### src/rtl/regfile_sb_pkg.sv
// Shared defaults, types and address-qualification helper for the
// scoreboarded register file.
package regfile_sb_pkg;

  localparam int RF_WIDTH_DEF = 16;
  localparam int RF_DEPTH_DEF = 16;

  typedef logic [3:0]  rf_addr_t;
  typedef logic [15:0] rf_data_t;

  // An address names a real, writable register: in range and not a hardwired zero.
  function automatic logic rf_addr_ok(input int unsigned addr,
                                      input int unsigned depth,
                                      input logic        zero_reg);
    return (addr < depth) && !(zero_reg && (addr == 0));
  endfunction

endpackage

### src/rtl/regfile_scoreboard.sv
// Per-register busy bits: claims set, writebacks clear, claim wins on collision.
// Lookups are unblocked by a same-cycle writeback to the looked-up register.
module regfile_scoreboard
  import regfile_sb_pkg::*;
#(
  parameter int   DEPTH    = RF_DEPTH_DEF,
  parameter logic ZERO_REG = 1'b0,
  parameter int   ADDR_W   = $clog2(DEPTH)
) (
  input  logic              clk,
  input  logic              reset,
  input  logic              claim_en,
  input  logic [ADDR_W-1:0] claim_addr,
  input  logic              wr_en,
  input  logic [ADDR_W-1:0] wr_addr,
  input  logic [ADDR_W-1:0] rd_addr_a,
  input  logic [ADDR_W-1:0] rd_addr_b,
  output logic              busy_a,
  output logic              busy_b
);

  logic [DEPTH-1:0] busy_q;
  logic [DEPTH-1:0] busy_d;

  always_ff @(posedge clk or posedge reset) begin
    if (reset) busy_q <= '0;
    else       busy_q <= busy_d;
  end

  // Clear first, then set, so a new producer issuing alongside a writeback keeps the bit.
  always_comb begin
    busy_d = busy_q;
    if (wr_en && rf_addr_ok(32'(wr_addr), DEPTH, ZERO_REG))
      busy_d[wr_addr] = 1'b0;
    if (claim_en && rf_addr_ok(32'(claim_addr), DEPTH, ZERO_REG))
      busy_d[claim_addr] = 1'b1;
  end

  always_comb begin
    busy_a = 1'b0;
    busy_b = 1'b0;
    if (rf_addr_ok(32'(rd_addr_a), DEPTH, ZERO_REG))
      busy_a = busy_q[rd_addr_a] & ~(wr_en && (wr_addr == rd_addr_a));
    if (rf_addr_ok(32'(rd_addr_b), DEPTH, ZERO_REG))
      busy_b = busy_q[rd_addr_b] & ~(wr_en && (wr_addr == rd_addr_b));
  end

endmodule

### src/rtl/regfile_sb.sv
// Two-read/one-write register file with registered, write-first reads,
// optional hardwired-zero r0 and a busy scoreboard for pipelined issue.
module regfile_sb
  import regfile_sb_pkg::*;
#(
  parameter int   WIDTH    = RF_WIDTH_DEF,
  parameter int   DEPTH    = RF_DEPTH_DEF,
  parameter int   ADDR_W   = $clog2(DEPTH),
  parameter logic ZERO_REG = 1'b0
) (
  input  logic              clk,
  input  logic              reset,
  input  logic              rd_en,
  input  logic [ADDR_W-1:0] rd_addr_a,
  input  logic [ADDR_W-1:0] rd_addr_b,
  output logic [WIDTH-1:0]  rd_data_a,
  output logic [WIDTH-1:0]  rd_data_b,
  output logic              busy_a,
  output logic              busy_b,
  input  logic              wr_en,
  input  logic [ADDR_W-1:0] wr_addr,
  input  logic [WIDTH-1:0]  wr_data,
  input  logic              claim_en,
  input  logic [ADDR_W-1:0] claim_addr
);

  logic [WIDTH-1:0] regs_q [DEPTH];
  logic [WIDTH-1:0] regs_d [DEPTH];
  logic [WIDTH-1:0] rd_data_a_q, rd_data_a_d;
  logic [WIDTH-1:0] rd_data_b_q, rd_data_b_d;
  logic [WIDTH-1:0] val_a, val_b;

  always_ff @(posedge clk or posedge reset) begin
    if (reset) begin
      regs_q      <= '{default: '0};
      rd_data_a_q <= '0;
      rd_data_b_q <= '0;
    end else begin
      regs_q      <= regs_d;
      rd_data_a_q <= rd_data_a_d;
      rd_data_b_q <= rd_data_b_d;
    end
  end

  always_comb begin
    regs_d = regs_q;
    if (wr_en && rf_addr_ok(32'(wr_addr), DEPTH, ZERO_REG))
      regs_d[wr_addr] = wr_data;
  end

  // The bypass only reaches the read-data flops, never the outputs directly.
  always_comb begin
    val_a = '0;
    val_b = '0;
    if (rf_addr_ok(32'(rd_addr_a), DEPTH, ZERO_REG))
      val_a = (wr_en && (wr_addr == rd_addr_a)) ? wr_data : regs_q[rd_addr_a];
    if (rf_addr_ok(32'(rd_addr_b), DEPTH, ZERO_REG))
      val_b = (wr_en && (wr_addr == rd_addr_b)) ? wr_data : regs_q[rd_addr_b];
    rd_data_a_d = rd_en ? val_a : rd_data_a_q;
    rd_data_b_d = rd_en ? val_b : rd_data_b_q;
  end

  assign rd_data_a = rd_data_a_q;
  assign rd_data_b = rd_data_b_q;

  regfile_scoreboard #(
    .DEPTH    (DEPTH),
    .ZERO_REG (ZERO_REG),
    .ADDR_W   (ADDR_W)
  ) u_scoreboard (
    .clk        (clk),
    .reset      (reset),
    .claim_en   (claim_en),
    .claim_addr (claim_addr),
    .wr_en      (wr_en),
    .wr_addr    (wr_addr),
    .rd_addr_a  (rd_addr_a),
    .rd_addr_b  (rd_addr_b),
    .busy_a     (busy_a),
    .busy_b     (busy_b)
  );

endmodule

### config.mk
export PLATFORM = sky130hd
export DESIGN_NAME = regfile_sb
export DESIGN_NICKNAME = d
export VERILOG_FILES = /design/src/rtl/regfile_sb_pkg.sv /design/src/rtl/regfile_scoreboard.sv /design/src/rtl/regfile_sb.sv
export SDC_FILE = /design/constraint.sdc
export NUM_CORES = 1
export LEC_CHECK = 0
export CORE_MARGIN = 2
export CORE_UTILIZATION = 45
export DETAILED_ROUTE_END_ITERATION = 8
export SETUP_SLACK_MARGIN = 0.15
export SLEW_MARGIN = 20
export SYNTH_ARGS = -nofsm -noshare
export SYNTH_HDL_FRONTEND = slang
export SYNTH_SLANG_ARGS = --single-unit
### constraint.sdc
create_clock -name clk -period 9.25 [get_ports clk]
set_input_delay 0.925 -clock clk [delete_from_list [all_inputs] [get_ports clk]]
set_output_delay 0.925 -clock clk [all_outputs]
set_load 0.03 [all_outputs]
==> flow_metrics.py <==
metrics = {
    "status": {
        "status": "finished, final reports clean",
    },
    "finish": {
        "area_delta_synth_final_pct": 13.3,
        "layout-drive-gt1-share_pct": 44.5,
        "nNetsFinal": 1158,
        "multi_input_area_mm2": 0.00803,
        "nFillCells": 2946,
        "final_util_pct": 51.6,
        "fin_area_mm2": 0.0183,
        "register_area_mm2": 0.00761,
    },
    "logic_synthesis": {
        "netlist_instances": 1096,
        "syn_area_per_cell_um2": 14.8,
        "synth_xor_area_share_pct": 0.433,
        "synth_fa_ha_area_share_pct": 0,
        "yosys_warnings": 0,
        "synth_top_family_by_area": "multiplexers",
        "synth_ff_type": "dfrtp_1",
        "yosysSeqAreaShare_pct": 47.1,
        "synth_nets": 1133,
        "synth_edf_count": 0,
        "yosys.area_share.simple_pct": 4.24,
        "synth_cell_type_count": 38,
        "ys_ff_latch": 304,
        "synth-async-reset-ratio_pct": 100,
        "synth_mux_area_share_pct": 37.3,
        "synth_area_mm2": 0.0162,
        "synth-compound-area-share_pct": 7.36,
    },
    "critical_path": {
        "crit_fanout": 18,
        "crit_path_end_kind": "output port",
        "crit_path_start_kind": "input pin",
        "critical_path_arrival_ns": 3.37,
        "crit_type": "input pin to output port",
        "cp_cell_sequence": "clkdlybuf4s50_1 -> xnor2_1 -> and2_1 -> and2_1 -> a211oi_1 -> clkdlybuf4s50_1",
        "cpPeakStageDelay_ns": 0.71,
        "cp_slowest_cell": "and2_1",
        "required_ns": 8.33,
    },
    "clock_network": {
        "clk_latency_ns": 0.52,
        "cts_root_buffer": "clkbuf_16",
        "htree_levels": 2,
        "clk_path_buf_depth": 3,
        "cts_buffers": 35,
        "ctsResizeCount": 0,
        "clkSlewWorstSetupHoldPaths_ns": 0.06,
        "postCtsSetupBuffers": 0,
        "cts-hold-fix-buffers": 0,
        "cts_sinks": 304,
        "cts_tree": "done",
    },
    "drt": {
        "ant_nets": 0,
        "drcViolationCount": 0,
        "vias": 10400,
        "drt_iter0_markers": 1010,
        "drt-wirelength-per-cell_um": 28.8,
        "via_per_inst": 6.43,
        "drt_wl_total_mm": 46.3,
        "first_pass_iters": 5,
    },
    "sta": {
        "setup_viol": 0,
        "final_max_slew_viol_count": 0,
        "max_slew_margin_pct": 38.5,
        "worst_slew_pin_slew_ns": 0.920,
        "fin_crit_ns": 4.30,
        "fin_crit_sh_pct": 46.4,
        "fmax_ghz": 0.233,
        "hold_viol": 0,
        "finClkSkew_ns": 0.0106,
        "rsz0062_at_grt": "false",
        "setup_tns_ns": 0,
    },
    "grt": {
        "overflow": 0,
        "grt-busiest-layer": "met2",
        "grt_max_degree": 80,
        "grt_pass1_wl_mm": 70.1,
        "antenna_found_initial": 2,
        "gr-usage-all-layers_pct": 25.1,
        "grt_util_met1_pct": 36.9,
        "use_met2_pct": 38.1,
        "grt_pass1_vias": 10600,
        "met3_usage_pct": 4.52,
    },
    "place": {
        "place_area_mm2": 0.0171,
        "dpl.hpwl_mm": 26.8,
        "portBuffers": 70,
        "gp_congestion": 0.847,
    },
    "floorplanning": {
        "dieArea_mm2": 0.0375,
        "core_area_mm2": 0.0355,
        "die_y_um": 194,
        "ios": 71,
        "num_rows": 69,
        "start_util_pct": 45.6,
        "die_w_um": 194,
    },
    "power": {
        "power_mw": 4.34,
        "powerDensity_mw_per_mm2": 237,
        "ir_drop_mv": 0.151,
        "p_leak_nw": 7.47,
    },
    "worst_hold_path": {
        "hp-class": "flop to flop",
    },
    "job": {
        "cap_violations": 0,
    },
}
## layout make-up
type,instances,area share [%]
Clock buffer,48,5.66
Multi-Input combinational cell,682,43.8
Tap cell,461,3.15
Clock inverter,14,0.929
Sequential cell,304,41.5
Timing Repair Buffer,96,4.85
Antenna cell,2,0.0273
Inverter,2,0.0615
## per-layer routing
| layer | wire length [um] | share of wire (%) |
|---|---|---|
| met1 | 20600 | 44 |
| met2 | 21200 | 46 |
| met3 | 3200 | 6.9 |
| met4 | 1350 | 2.9 |
| met5 | 14 | 0.030 |
## flip-flops by register name (all words and copies together) (netlist names)
| signal | cells |
|---|---|
| rd_data_a | 16 |
| rd_data_b | 16 |
| regs_q | 256 |
| u_scoreboard.busy_q | 16 |
## power breakdown
part,switching (mW),leakage [nW],total (mW),internal [mW]
Sequential,0.223,3.74,1.86,1.64
Clock,0.561,0.607,1.46,0.895
Combinational,0.420,3.12,1.02,0.602
## layout by cell type (no fill, tap or decap), types with 4 or more instances in the layout
master	Yosys	routed
nor2_1	36	35
clkdlybuf4s50_1	0	65
nor2_4	0	5
nand2_1	10	10
and2_1	5	5
nor2b_1	39	34
a41oi_1	32	32
o21ai_0	45	45
clkbuf_8	0	7
clkinv_2	0	10
a22o_1	64	64
clkbuf_1	40	4
nand2b_1	8	6
clkbuf_16	0	37
o21ai_1	7	7
buf_4	17	28
xor2_1	6	6
nor2b_2	0	5
a211oi_1	4	4
mux4_2	136	136
dfrtp_1	304	304
bufinv_16	0	4
nor2_2	9	5
mux2_4	18	18
mux2_2	238	238
o31ai_1	4	4
## path summary, 6_finish.rpt
check,end,start,cells after the start,slack (ns)
min reg2reg,u_scoreboard.busy_q[4]$_DFF_PP0_,u_scoreboard.busy_q[4]$_DFF_PP0_,2,0.52
min in group asynchronous,rd_data_a[12]$_DFFE_PP0P_,reset,2,0.74
max reg2reg,rd_data_a[15]$_DFFE_PP0P_,regs_q[47]$_DFFE_PP0P_,4,7.49
max,busy_a,rd_addr_a[1],6,4.95
min,u_scoreboard.busy_q[4]$_DFF_PP0_,u_scoreboard.busy_q[4]$_DFF_PP0_,2,0.52
max in group asynchronous,regs_q[21]$_DFFE_PP0P_,reset,4,6.66
## per-stage QoR
step	setup WS (ns)	cells	hold slack, ns
2_1_floorplan	4.28	1096	0.460
3_3_place_gp	4.96	1545	0.489
3_5_place_dp	4.96	1545	0.505
4_1_cts	4.95	1607	0.518
5_1_grt	4.87	1607	0.540
6_report	4.95	1609	0.519
## Yosys cell counts, types with 8 or more instances
cell	instances	area share [%]
buf_2	40	1.2
nand2_1	10	0.23
nor2_1	36	0.84
buf_4	17	0.79
a41oi_1	32	1.7
dfrtp_1	304	47
o21ai_0	45	1.4
mux2_4	18	1.7
mux2_2	238	17
clkbuf_1	40	0.93
nor2b_1	39	1.5
nand2b_1	8	0.31
nor2_2	9	0.35
a22o_1	64	3.5
mux4_2	136	19
## worst max-delay path, delay by kind of cell
family	cells	cell delay, ns
AO/OA/AOI/OAI	1	0.04
XOR/XNOR	1	0.16
buffers and inverters	2	1.30
AND/OR/NAND/NOR	2	0.94
## kinds of logic (layout without fill, tap and decap cells)
family          count (synthesis)  in the layout
buf+inv                       110            160
mux                           394            394
compound gates                159            159
other cells                     0              2
xor+xnor                        8              8
flops                         304            304
simple gates                  121            121
Note: power is estimated with default switching activity, not from simulation.
